**config.mk**
```make
export PLATFORM = sky130hd
export DESIGN_NAME = mux_rr_arbiter
export DESIGN_NICKNAME = d
export VERILOG_FILES = /design/src/rtl/mux_arb_pkg.sv /design/src/rtl/mux_rr_pick.sv /design/src/rtl/mux_rr_arbiter.sv
export SDC_FILE = /design/constraint.sdc
export NUM_CORES = 1
export LEC_CHECK = 0
export CORE_ASPECT_RATIO = 2
export CORE_MARGIN = 8
export CORE_UTILIZATION = 60
export DETAILED_ROUTE_END_ITERATION = 10
export PLACE_DENSITY = 0.88
export SLEW_MARGIN = 10
export SYNTH_ARGS = -nofsm -noshare
export SYNTH_HDL_FRONTEND = slang
export SYNTH_SLANG_ARGS = --single-unit
```
**constraint.sdc**
```tcl
create_clock -name i_CLK -period 15.04 [get_ports i_CLK]
set_input_delay 3.008 -clock i_CLK [delete_from_list [all_inputs] [get_ports i_CLK]]
set_output_delay 3.008 -clock i_CLK [all_outputs]
set_load 0.02 [all_outputs]
```
**src/rtl/mux_arb_pkg.sv**
```systemverilog
// Shared types and constants for the five-requester mux arbiter.
package mux_arb_pkg;

    typedef enum logic {
        IDLE = 1'b0,
        XFER = 1'b1
    } state_t;

    localparam int N_REQ = 5;
    localparam int SEL_W = 3;
    localparam int CNT_W = 4;

    localparam logic [SEL_W-1:0] SEL_A = 3'd0;
    localparam logic [SEL_W-1:0] SEL_B = 3'd1;
    localparam logic [SEL_W-1:0] SEL_C = 3'd2;
    localparam logic [SEL_W-1:0] SEL_D = 3'd3;
    localparam logic [SEL_W-1:0] SEL_E = 3'd4;

endpackage

```
**src/rtl/mux_rr_pick.sv**
```systemverilog
// Round-robin winner search: the first set request bit strictly after ptr,
// wrapping 4 -> 0. With ptr = 4 this degenerates to lowest-index-wins.
module mux_rr_pick
    import mux_arb_pkg::*;
(
    input  logic [N_REQ-1:0] req,
    input  logic [SEL_W-1:0] ptr,
    output logic [SEL_W-1:0] winner,
    output logic             any
);

    int idx;

    // Scan the five positions after ptr in wrap order; the first hit wins.
    always_comb begin
        winner = '0;
        any    = 1'b0;
        idx    = 0;
        for (int i = 1; i <= N_REQ; i++) begin
            idx = (int'(ptr) + i) % N_REQ;
            if (!any && req[idx]) begin
                any    = 1'b1;
                winner = SEL_W'(idx);
            end
        end
    end

endmodule

```
**src/rtl/mux_rr_arbiter.sv**
```systemverilog
// Round-robin arbiter / sequencer for a 5:1 data mux feeding one sink.
// Each grant lasts up to BURST_LEN accepted beats, and one IDLE cycle
// always separates consecutive grants.
// Build option: MUX_RR_ARBITER_FIXED_PRIO_EN selects fixed priority
// (lowest index wins) and drops the round-robin pointer register.
module mux_rr_arbiter
    import mux_arb_pkg::*;
#(
    parameter int DATA_W    = 4,
    parameter int BURST_LEN = 4
) (
    input  logic              i_CLK,
    input  logic              i_RST,
    input  logic [N_REQ-1:0]  i_REQ,
    input  logic [DATA_W-1:0] i_A,
    input  logic [DATA_W-1:0] i_B,
    input  logic [DATA_W-1:0] i_C,
    input  logic [DATA_W-1:0] i_D,
    input  logic [DATA_W-1:0] i_E,
    input  logic              i_READY,
    output logic [SEL_W-1:0]  o_SEL,
    output logic [N_REQ-1:0]  o_GNT,
    output logic              o_VALID,
    output logic [DATA_W-1:0] o_DATA,
    output logic              o_LAST
);

    localparam logic [CNT_W-1:0] CNT_LAST = CNT_W'(BURST_LEN - 1);

    state_t             state;
    logic [SEL_W-1:0]   sel;
    logic [N_REQ-1:0]   gnt;
    logic [CNT_W-1:0]   cnt;
    logic [SEL_W-1:0]   ptr;
    logic [SEL_W-1:0]   winner;
    logic               any_req;
    logic               req_sel;
    logic [DATA_W-1:0]  data_mux;
    logic               beat;

`ifdef MUX_RR_ARBITER_FIXED_PRIO_EN
    // A constant pointer of 4 makes the wrap search start at index 0.
    assign ptr = SEL_E;
`else
    // Pointer holds the last winner so the search starts just after it.
    always_ff @(posedge i_CLK) begin
        if (i_RST)
            ptr <= SEL_E;
        else if (state == IDLE && any_req)
            ptr <= winner;
    end
`endif

    mux_rr_pick u_pick (
        .req    (i_REQ),
        .ptr    (ptr),
        .winner (winner),
        .any    (any_req)
    );

    // Request bit and data of the currently selected requester.
    always_comb begin
        req_sel  = 1'b0;
        data_mux = '0;
        case (sel)
            SEL_A: begin req_sel = i_REQ[0]; data_mux = i_A; end
            SEL_B: begin req_sel = i_REQ[1]; data_mux = i_B; end
            SEL_C: begin req_sel = i_REQ[2]; data_mux = i_C; end
            SEL_D: begin req_sel = i_REQ[3]; data_mux = i_D; end
            SEL_E: begin req_sel = i_REQ[4]; data_mux = i_E; end
            default: begin req_sel = 1'b0; data_mux = '0; end
        endcase
    end

    assign o_VALID = (state == XFER) && req_sel;
    assign o_DATA  = (state == XFER) ? data_mux : '0;
    assign o_LAST  = o_VALID && (cnt == CNT_LAST);
    assign beat    = o_VALID && i_READY;
    assign o_SEL   = sel;
    assign o_GNT   = gnt;

    // Grant FSM: arbitrate in IDLE, count beats in XFER, leave on the last
    // accepted beat or when the granted requester drops its request.
    always_ff @(posedge i_CLK) begin
        if (i_RST) begin
            state <= IDLE;
            sel   <= SEL_A;
            gnt   <= '0;
            cnt   <= '0;
        end else begin
            case (state)
                IDLE: begin
                    if (any_req) begin
                        state <= XFER;
                        sel   <= winner;
                        gnt   <= N_REQ'(1) << winner;
                        cnt   <= '0;
                    end
                end
                XFER: begin
                    if (!req_sel) begin
                        // Withdrawal: no beat this cycle, even if ready.
                        state <= IDLE;
                        gnt   <= '0;
                    end else if (beat) begin
                        cnt <= cnt + 1'b1;
                        if (o_LAST) begin
                            state <= IDLE;
                            gnt   <= '0;
                        end
                    end
                end
                default: begin
                    state <= IDLE;
                    gnt   <= '0;
                end
            endcase
        end
    end

endmodule

```
-- Yosys cells after proc, flatten, opt, wreduce, memory -nomap -nowiden
Index checks and enable logic that the tools add are counted.
- bits of input ports: 28
- word-level logic and storage cells: 91
- register bits after elaboration: 16
- output and inout bits: 14
- $add $sub $neg: 6
- $lt $le $gt $ge: 5
- reduce and logical (&&, ||, !) cells: 16
- shift operators: 1
- div/mod/pow operators: 5
- bitwise gates (word level): 1
- eq/ne operators: 10
- mux-type cells: 42
- operators by type and width (kind ; number):
    32-bit by 5-bit < comparator with 1-bit output, second input constant ; 5
    32-bit by 4-bit remainder unit with 32-bit output, second input constant ; 5
    5-bit two-way mux ; 4
    4-bit case mux with 5 select lines ; 1
    1-bit two-way mux ; 19
    4-bit two-way mux ; 4
    1-bit binary-select mux with 3-bit select ; 5
    3-bit two-way mux ; 5
    5-bit case mux with 2 select lines ; 1
    3-bit by 2-bit adder with 4-bit output, second input constant ; 2
    3-bit by 3-bit adder with 4-bit output, second input constant ; 2
    1-bit logical AND ; 8
    4-bit case mux with 2 select lines ; 1
    3-bit by 2-bit equality test with 1-bit output, second input constant ; 2
    3-bit AND reduction ; 2
    1-bit case mux with 5 select lines ; 1
    1-bit by 3-bit << shifter with 5-bit output, first input constant ; 1
    3-bit by 1-bit adder with 4-bit output, second input constant ; 1
    4-bit by 1-bit adder with 4-bit output, second input constant ; 1
    4-bit by 2-bit equality test with 1-bit output, second input constant ; 1
    1-bit zero test ; 4
    2-bit by 1-bit != test with 1-bit output, second input constant ; 2
    3-bit by 1-bit equality test with 1-bit output, second input constant ; 1
    3-bit equality test, second input constant ; 1
    other kinds (7) ; 7

-- Longest topological paths before layout
Gate-level depths: netlist of the first run.
- depth after elaboration: 21
- gate-level depth with buffers: 21
- depth with buffers taken out: 16

-- Hierarchy
From an unflattened synthesis of the first run, not the netlist that was laid out.
- cells, all modules: 346
- area total of the unflattened synthesis: 2617.5 µm²
- by module, submodules not included (module ; area an instance (µm²) ; times used ; cells an instance ; sequential area each (µm²)):
    mux_rr_pick ; 1699.1 ; 1 ; 230 ; 0.0
    mux_rr_arbiter ; 918.4 ; 1 ; 116 ; 280.3

-- Worst setup path after synthesis of the first run
No wires, ideal clock.
- path type: input-to-output
- start: in i_REQ[3]
- end: out o_LAST
- path slack: 7726 ps
- data required time: 12032 ps
- cell stages on the path: 7
- buffers on the path: 1
- arrival: 4306 ps
- cell sequence: clkbuf_1 > a22oi_1 > a21oi_1 > a31oi_1 > or2_2 > inv_1 > and3_1
- word-level cells in the longest chain between the ends: 3
- RTL lines (element ; line ; RTL):
    from (decl) ; mux_rr_arbiter.sv:14 ; input logic [N_REQ-1:0] i_REQ,
    1-bit case mux with 5 select lines ; mux_rr_arbiter.sv:65 ; case (sel)
    1-bit logical AND ; mux_rr_arbiter.sv:75 ; assign o_VALID = (state == XFER) && req_sel;
    named net o_VALID ; mux_rr_arbiter.sv:23 ; output logic o_VALID,
    1-bit logical AND ; mux_rr_arbiter.sv:77 ; assign o_LAST = o_VALID && (cnt == CNT_LAST);
    to (decl) ; mux_rr_arbiter.sv:25 ; output logic o_LAST
The timed path passes the listed nets, and every way through them passes these cells.

-- Final worst setup path of the first run
- start: in i_REQ[3]
- end: out o_LAST
- word-level cells in the longest chain between the ends: 3
- RTL lines (element ; line):
    1-bit case mux with 5 select lines ; mux_rr_arbiter.sv:65
    1-bit logical AND ; mux_rr_arbiter.sv:75
    1-bit logical AND ; mux_rr_arbiter.sv:77
No other way between the ends.

==> results of run 1 <==
[path summary, 6_finish.rpt]
path             from       end  slack, ns  depth (start not counted)
max          i_REQ[3]    o_LAST       6.71                          8
min          o_GNT[3]  o_GNT[3]       0.47                          1
max reg2reg    ptr[0]  o_GNT[0]       9.42                         16
min reg2reg  o_GNT[3]  o_GNT[3]       0.47                          1
[per-layer routing]
metal	share of wire	up-vias	GRT usage
met4	0.038	0	0.109
met5	0	-	0
li1	-	1487	-
met1	0.40	1474	0.283
met2	0.49	212	0.396
met3	0.070	38	0.0322
[cells in the final DEF, fill, tap and decap left out, types with 5 or more instances in the layout]
cell                              count
sky130_fd_sc_hd__nand3_1             16
sky130_fd_sc_hd__nand2b_1             6
sky130_fd_sc_hd__o31ai_1              6
sky130_fd_sc_hd__mux2i_1              6
sky130_fd_sc_hd__dfxtp_1             14
sky130_fd_sc_hd__ha_1                25
sky130_fd_sc_hd__nor2_1              26
sky130_fd_sc_hd__clkdlybuf4s50_1     41
sky130_fd_sc_hd__xnor2_1              7
sky130_fd_sc_hd__a21oi_1             23
sky130_fd_sc_hd__o21a_1               5
sky130_fd_sc_hd__o211ai_1             6
sky130_fd_sc_hd__o21ai_1              5
sky130_fd_sc_hd__a31oi_1              7
sky130_fd_sc_hd__a22oi_1             12
sky130_fd_sc_hd__nor2b_1              5
sky130_fd_sc_hd__o211a_1              5
sky130_fd_sc_hd__a2111oi_0            5
sky130_fd_sc_hd__a211oi_1             7
sky130_fd_sc_hd__nor3_1              14
sky130_fd_sc_hd__o21ai_0              8
sky130_fd_sc_hd__nor4_1               5
sky130_fd_sc_hd__inv_1               16
sky130_fd_sc_hd__nand2_1             34
[critical path: cells and delay by family]
family / cells / cell delay [ns]
AO/OA/AOI/OAI: 3 / 0.36
buffers and inverters: 3 / 1.44
AND/OR/NAND/NOR: 2 / 0.51
[logic make-up (layout without fill, tap and decap cells)]
logic type | count (synthesis) | in the layout | share of synthesized area
fa+ha+maj | 25 | 25 | 0.113
compound gates | 127 | 127 | 0.345
buf+inv | 47 | 67 | 0.0754
mux | 11 | 11 | 0.0463
flops | 14 | 14 | 0.102
xor+xnor | 11 | 11 | 0.0418
simple gates | 144 | 144 | 0.276
[area by class of cell]
class                   instances  area [um2]  share of cell area
multi-input cells             318        2270               0.715
well taps                      55        68.8              0.0217
repair buffers                 43         425               0.134
clock buffers                   4        55.1              0.0174
flip-flops and latches         14         280              0.0883
inverters                      20        75.1              0.0237
[Yosys cell counts (all sizes together) (6+ instances only)]
master	count
o211ai	6
buf	18
ha	25
nor3	14
o31ai	7
dfxtp	14
a211oi	8
a21oi	24
a2111oi	6
nand2	34
mux2i	6
clkbuf	9
xnor2	7
a22oi	12
inv	20
a31oi	7
nand3	18
o21ai	13
nor2	26
nand2b	6
[stage by stage]
step / std cells / cell area [um2] / hold slack [ns] / worst slack, ns / utilization
after global routing: 454 / 3170 / 0.498 / 6.64 / 0.703
after floorplan: 379 / 2760 / 0.465 / 7.73 / -
after CTS: 454 / 3170 / 0.472 / 6.77 / 0.703
after global placement: 450 / 3120 / 0.455 / 6.84 / 0.691
after detailed placement: 450 / 3120 / 0.458 / 6.79 / 0.691
final: 454 / 3170 / 0.467 / 6.71 / 0.703
[state kept, by name, indices dropped and copies added, names as in the netlist]
signal / flops
o_SEL: 1
o_GNT: 5
cnt: 4
state: 1
ptr: 3
==> Flow_metrics.wiki, run 1 <==
{| class="wikitable"
! Metric !! Value
|-
| Kind of start point of the critical path || input port
|-
| Post-Syn Area || 2760 um2
|-
| Synth top area share || 0.113
|-
| Setup repair after global routing missed its margin || no
|-
| Post-Syn Instances || 379
|-
| Boundary Pins || 42
|-
| Kind of end point of the critical path || output port
|-
| Wire length of the first global-routing pass || 14400 um
|-
| DP HPWL || 6760 um
|-
| Overflow left after global routing || 0
|-
| Total negative slack for setup checks || 0 ns
|-
| Yosys synthesis warning count || 0
|-
| Count of nets left with antenna violations after detail routing || 0
|-
| Distinct cells, synth || 76
|-
| Worst-case headroom to the max-slew limit || 0.400
|-
| Status || complete, no violations
|-
| Number of flip-flops and latches in the synthesized netlist || 14
|-
| Final-stage net count || 453
|-
| DRT Wirelength || 8830 um
|-
| Number of rows in the core area || 35
|-
| Area of the die || 7150 um2
|-
| Insertion delay to the later sink of the worst-skew pair || 0.25 ns
|-
| Count of routing violations after the opening detailed-route iteration || 341
|-
| Placer Congestion || 0.945
|-
| DRC violations left || 0
|-
| Cell repeated most along the worst path || sky130_fd_sc_hd__clkdlybuf4s50_1
|-
| Overall track demand over capacity in global routing || 0.236
|-
| Fraction of layout cells with a size suffix above 1 || 0.0702
|-
| Maximum single-stage delay on the critical path || 0.68 ns
|-
| P&R area growth vs syn || 15.1%
|-
| Cell at the root of the clock tree || sky130_fd_sc_hd__clkbuf_8
|-
| Final Slew Violations || 0
|-
| Port buffer count || 41
|-
| Top FF cell, synth || sky130_fd_sc_hd__dfxtp_1
|-
| CP max FO || 10
|-
| Max Clock Skew || 0.00224 ns
|-
| Type of the worst setup path || input port to output port
|-
| Mean area per synthesized cell || 7.27 um2
|-
| Number of global-route vias before repair || 3000
|-
| CORE AREA || 4510 um2
|-
| Ordered cell list for the critical path || clkdlybuf4s50_1, a22oi_1, a21oi_1, a31oi_1, or2_2, inv_1, and3_1, clkdlybuf4s50_1
|-
| Clock Path Buffers || 2
|-
| Crit path arrival time || 5.32 ns
|-
| Count of max-cap constraint violations || 0
|-
| Share of flip-flops with an asynchronous set or reset after synthesis || 0
|-
| Number of buffers created by CTS || 3
|-
| Die Y || 112 um
|-
| Top cells by area, synth || sky130_fd_sc_hd__ha_1, sky130_fd_sc_hd__dfxtp_1, sky130_fd_sc_hd__nand2_1
|-
| Number of nets in the synthesized netlist || 432
|-
| Initial Utilization || 0.611
|-
| Top cell type by total area after synthesis || sky130_fd_sc_hd__ha_1
|-
| Min Clock Period, post-route || 8.33 ns
|-
| Clock tree sinks || 14
|-
| Average routed wire per standard cell || 19.4 um
|-
| CTS tree || built
|-
| Slowest CP cell || sky130_fd_sc_hd__clkdlybuf4s50_1
|-
| Largest net degree at the start of global routing || 36
|-
| Path type of the worst min-delay path || register to register
|-
| Maximum clock frequency || 120 MHz
|-
| Width of the die || 63.9 um
|-
| Required arrival time at the worst endpoint || 12.03 ns
|-
| Number of enable-type register cells in the synthesized netlist || 0
|-
| Resized Gates After CTS || 0
|-
| Post-CTS Setup Repair Bufs || 0
|-
| Final hold viol count || 0
|-
| Antenna violations before repair || 0
|-
| H-tree levels || 1
|-
| Hold bufs inserted after CTS || 0
|-
| Total via count after detailed routing || 3211
|-
| Number of antenna diodes || 0
|-
| Layout fillers || 393
|-
| First-pass iteration count of the detailed router || 5
|-
| Fraction of the yosys area taken by sequential cells || 0.102
|-
| Mean number of vias per cell || 7.07
|-
| Post-route fraction of the period consumed by the critical path || 0.554
|-
| Number of setup violations in the final report || 0
|-
| Clock-pin slew on the worst setup and hold paths || 0.06 ns
|-
| Slew of the pin with the lowest slew margin || 0.894 ns
|}
Power of run 1 is left out: the tool's default activity adds up to more than one toggle a clock period on the data nets, which glitch-free logic cannot reach.
==> run 2: changes to the inputs <==
CORE_UTILIZATION = 51   (was 60)
PLACE_DENSITY = 0.8   (was 0.88)
clock period = 7.2 ns   (was 15.04 ns; I/O delays follow)
==> Flow_metrics.wiki, run 2 (synthesis results as in run 1) <==
{| class="wikitable"
! Metric !! Value
|-
| Cells after DPL || 454
|-
| Largest net degree at the start of global routing || 24
|-
| Largest register FFs || 5
|-
| Antenna violations before repair || 0
|-
| Final Slew Violations || 0
|-
| H-tree levels || 1
|-
| Post-CTS Setup Repair Bufs || 0
|-
| CTS tree || built
|-
| Setup crit start || ptr[0]
|-
| First-pass iteration count of the detailed router || 4
|-
| Boundary Pins || 42
|-
| Port buffer count || 41
|-
| Cell count of the worst hold path || 1
|-
| Initial Utilization || 0.518
|-
| Post-route fraction of the period consumed by the critical path || 0.761
|-
| Maximum clock frequency || 182 MHz
|-
| Number of buffers created by CTS || 3
|-
| Overflow left after global routing || 0
|-
| Worst-case headroom to the max-slew limit || 0.400
|-
| Final hold viol count || 0
|-
| Average routed wire per standard cell || 19.0 um
|-
| Slew of the pin with the lowest slew margin || 0.899 ns
|-
| Max Clock Skew || 0.00257 ns
|-
| Type of the worst setup path || register to register
|-
| Die Y || 120 um
|-
| CP max FO || 23
|-
| Most common cell after layout, fill and taps aside || sky130_fd_sc_hd__clkdlybuf4s50_1
|-
| Total via count after detailed routing || 3024
|-
| Clock tree sinks || 14
|-
| Number of standard cells in the final layout excluding fillers || 457
|-
| Kind of end point of the critical path || register
|-
| Area of the die || 8160 um2
|-
| Wire length of the first global-routing pass || 13900 um
|-
| Final-stage net count || 452
|-
| Count of nets left with antenna violations after detail routing || 0
|-
| Width of the die || 68.0 um
|-
| Crit path arrival time || 5.62 ns
|-
| Status || complete, no violations
|-
| Mean number of vias per cell || 6.62
|-
| Core occupancy in the finished layout || 0.593
|-
| Slack of the worst reg-to-reg path || 1.72 ns
|-
| Kind of start point of the critical path || register
|-
| Number of rows in the core area || 38
|-
| Min Clock Period, post-route || 5.48 ns
|-
| Worst Hold End || o_GNT[1]
|-
| DRT Wirelength || 8670 um
|-
| Clock-pin slew on the worst setup and hold paths || 0.06 ns
|-
| Startpoint of the most critical hold path || o_GNT[1]
|-
| Fraction of layout cells with a size suffix above 1 || 0.0655
|-
| Count of routing violations after the opening detailed-route iteration || 264
|-
| Number of antenna diodes || 0
|-
| Path type of the worst min-delay path || register to register
|-
| Number of setup violations in the final report || 0
|-
| Worst reg2reg endpoint || o_GNT[0]
|-
| Overall track demand over capacity in global routing || 0.210
|-
| Reg2reg start || ptr[0]
|-
| Cell at the root of the clock tree || sky130_fd_sc_hd__clkbuf_8
|-
| Setup repair after global routing missed its margin || no
|-
| Post-route cell area || 3160 um2
|-
| Placer Congestion || 0.992
|-
| P&R area growth vs syn || 14.6%
|-
| Hold bufs inserted after CTS || 0
|-
| Required arrival time at the worst endpoint || 7.34 ns
|-
| Top library cells by usage in the layout, fill and taps aside || sky130_fd_sc_hd__clkdlybuf4s50_1, sky130_fd_sc_hd__nand2_1, sky130_fd_sc_hd__nor2_1, sky130_fd_sc_hd__ha_1, sky130_fd_sc_hd__a21oi_1
|-
| Cell Area, Placed || 3120 um2
|-
| Number of global-route vias before repair || 2832
|-
| DRC violations left || 0
|-
| Clock Path Buffers || 2
|-
| FF-to-FF path depth || 14
|-
| DP HPWL || 6820 um
|-
| Total negative slack for setup checks || 0 ns
|-
| Resized Gates After CTS || 0
|-
| Insertion delay to the later sink of the worst-skew pair || 0.24 ns
|-
| CORE AREA || 5330 um2
|-
| Count of max-cap constraint violations || 0
|}
## run 2: how the worst max path moves through the flow
stage | depth (start not counted) | slack [ns] | end
after floorplan | 18 | 2.50 | o_GNT[1]
after global placement | 14 | 1.92 | o_GNT[0]
after detailed placement | 14 | 1.84 | o_GNT[0]
after CTS | 14 | 1.79 | o_GNT[0]
after global routing | 16 | 1.23 | o_GNT[0]
final | 14 | 1.72 | o_GNT[0]
## run 2: cell type report
class | count | area [um2]
multi-input combinational | 318 | 2270
fill | 519 | 2170
timing repair buffer | 42 | 418
sequential | 14 | 280
inverter | 20 | 75.1
tap | 60 | 75.1
clock buffer | 3 | 41.3
## run 2: critical path, cell delays in order (launching register included)
cell                        delay, ns
sky130_fd_sc_hd__dfxtp_1         0.64
sky130_fd_sc_hd__inv_1           0.21
sky130_fd_sc_hd__ha_1            0.81
sky130_fd_sc_hd__inv_1           0.33
sky130_fd_sc_hd__a211oi_1        0.44
sky130_fd_sc_hd__nor2_1          0.12
sky130_fd_sc_hd__ha_1            0.29
sky130_fd_sc_hd__or4_1           0.54
sky130_fd_sc_hd__a21oi_1         0.18
sky130_fd_sc_hd__nor3_1          0.13
sky130_fd_sc_hd__o2bb2ai_1       0.26
sky130_fd_sc_hd__nand3_2         0.18
sky130_fd_sc_hd__o31ai_2         0.78
sky130_fd_sc_hd__a2111oi_1       0.15
sky130_fd_sc_hd__a32o_1          0.31
## run 2: per-stage QoR
stage | setup WS [ns] | hold WS, ns
floorplan | 2.50 | 0.465
global placement | 1.92 | 0.457
detailed placement | 1.84 | 0.458
CTS | 1.79 | 0.471
global route | 1.23 | 0.500
finish | 1.72 | 0.471
## run 2: per-layer routing
metal / track usage / share of wire / routed length (um)
met1: 0.250 / 0.40 / 3430
met2: 0.358 / 0.50 / 4350
met3: 0.0308 / 0.068 / 593
met4: 0.0800 / 0.034 / 291
met5: 0 / 0 / 0
Power of run 2 is left out for the same reason.
==> run 3: changes to the inputs <==
clock period = 4.9 ns   (was 7.2 ns; I/O delays follow)
==> Flow_metrics.wiki, run 3 (synthesis results as in run 1) <==
{| class="wikitable"
! Metric !! Value
|-
| Max Clock Skew || 0.00373 ns
|-
| Cell at the root of the clock tree || sky130_fd_sc_hd__clkbuf_8
|-
| Setup repair after global routing missed its margin || no
|-
| Total negative slack for setup checks || 0 ns
|-
| Most common cell after layout, fill and taps aside || sky130_fd_sc_hd__clkdlybuf4s50_1
|-
| Maximum clock frequency || 219 MHz
|-
| Kind of start point of the critical path || register
|-
| Placer Congestion || 0.992
|-
| Post-CTS Setup Repair Bufs || 0
|-
| Slew of the pin with the lowest slew margin || 0.606 ns
|-
| Min Clock Period, post-route || 4.57 ns
|-
| CP max FO || 11
|-
| Largest net degree at the start of global routing || 32
|-
| Layout fillers || 478
|-
| Final Slew Violations || 0
|-
| CORE AREA || 5330 um2
|-
| Final hold viol count || 0
|-
| Antenna violations before repair || 0
|-
| Maximum single-stage delay on the critical path || 0.54 ns
|-
| DRT Wirelength || 8830 um
|-
| Die Y || 120 um
|-
| Fraction of layout cells with a size suffix above 1 || 0.107
|-
| Met1 Use GR || 0.239
|-
| Cell repeated most along the worst path || sky130_fd_sc_hd__ha_1
|-
| Initial Utilization || 0.518
|-
| Width of the die || 68.0 um
|-
| Mean number of vias per cell || 6.70
|-
| Area taken by flip-flops and latches || 280 um2
|-
| Number of rows in the core area || 38
|-
| Worst-case headroom to the max-slew limit || 0.596
|-
| Met3 routing resource usage after global routing || 0.0345
|-
| H-tree levels || 1
|-
| DP HPWL || 6870 um
|-
| Overall track demand over capacity in global routing || 0.210
|-
| Status || complete, no violations
|-
| Buffers & Inverters on Critical Path || 1
|-
| Insertion delay to the later sink of the worst-skew pair || 0.26 ns
|-
| Boundary Pins || 42
|-
| GRT Max-Usage Layer || met2
|-
| Average routed wire per standard cell || 18.7 um
|-
| First-pass iteration count of the detailed router || 4
|-
| Overflow left after global routing || 0
|-
| Worst-case hold slack || 0.481 ns
|-
| Ordered cell list for the critical path || inv_2, ha_1, ha_1, nor4b_1, or4_1, and2_1, ha_1, nor2b_1, o31a_1, a2111oi_1, a31o_1, a31oi_1, o31ai_1, a2111oi_2, a32o_1
|-
| Wire length of the first global-routing pass || 14100 um
|-
| Crit path arrival time || 4.72 ns
|-
| Required arrival time at the worst endpoint || 5.05 ns
|-
| Met2 Usage GRT || 0.356
|-
| Hold bufs inserted after CTS || 0
|-
| DRC violations left || 0
|-
| Number of buffers created by CTS || 3
|-
| Resized Gates After CTS || 0
|-
| Kind of end point of the critical path || register
|-
| Clock Path Buffers || 2
|-
| Post-route fraction of the period consumed by the critical path || 0.932
|-
| Largest register FFs || 5
|-
| Core occupancy in the finished layout || 0.618
|-
| Count of nets left with antenna violations after detail routing || 0
|-
| Number of antenna diodes || 0
|-
| Final-stage net count || 466
|-
| Kind of cell adding the most delay to the critical path || compound AO/OA/AOI/OAI gates
|-
| Clock tree sinks || 14
|-
| Type of the worst setup path || register to register
|-
| Clock-pin slew on the worst setup and hold paths || 0.06 ns
|-
| Number of setup violations in the final report || 0
|-
| Top library cells by usage in the layout, fill and taps aside || sky130_fd_sc_hd__clkdlybuf4s50_1, sky130_fd_sc_hd__nand2_1, sky130_fd_sc_hd__nor2_1, sky130_fd_sc_hd__ha_1, sky130_fd_sc_hd__a21oi_1
|-
| Area occupied by multi-input gates || 2280 um2
|-
| Count of max-cap constraint violations || 0
|-
| Number of global-route vias before repair || 3044
|-
| Path type of the worst min-delay path || register to register
|-
| CTS tree || built
|-
| Count of routing violations after the opening detailed-route iteration || 253
|-
| Port buffer count || 41
|-
| Post-route cell area || 3290 um2
|-
| Area of the die || 8160 um2
|-
| Total via count after detailed routing || 3164
|-
| P&R area growth vs syn || 19.5%
|-
| Slowest CP cell || sky130_fd_sc_hd__or4_1
|-
| Cell Area, Placed || 3220 um2
|}
[run 3: cell count changes in the layout (fill, tap and decap cells not counted), sizes merged]
cell / previous run / this run
clkbuf: 3 / 4
buf: 1 / 15
[run 3: final timing paths]
path,from,to,slack [ns],cells after the start
setup / recovery,ptr[1],o_GNT[0],0.33,15
hold reg to reg,o_GNT[0],o_GNT[0],0.48,1
hold / removal,o_GNT[0],o_GNT[0],0.48,1
setup reg to reg,ptr[1],o_GNT[0],0.33,15
[run 3: final cells by class]
| class | instances | area share |
|---|---|---|
| tap | 60 | 0.0228 |
| multi-input combinational | 318 | 0.694 |
| sequential | 14 | 0.0851 |
| timing repair buffer | 56 | 0.159 |
| inverter | 20 | 0.0228 |
| clock buffer | 4 | 0.0167 |
[run 3: layer usage]
layer  wire [um]  share of wire
met3         654          0.074
met4         412          0.047
met2        4370           0.49
met1        3390           0.38
met5           0              0
[run 3: per-stage QoR]
stage	cells	setup slack, ns
3_3_place_gp	468	0.401
2_1_floorplan	379	0.200
6_report	472	0.334
3_5_place_dp	468	0.272
5_1_grt	472	0.0132
4_1_cts	472	0.268
Power of run 3 is left out for the same reason.
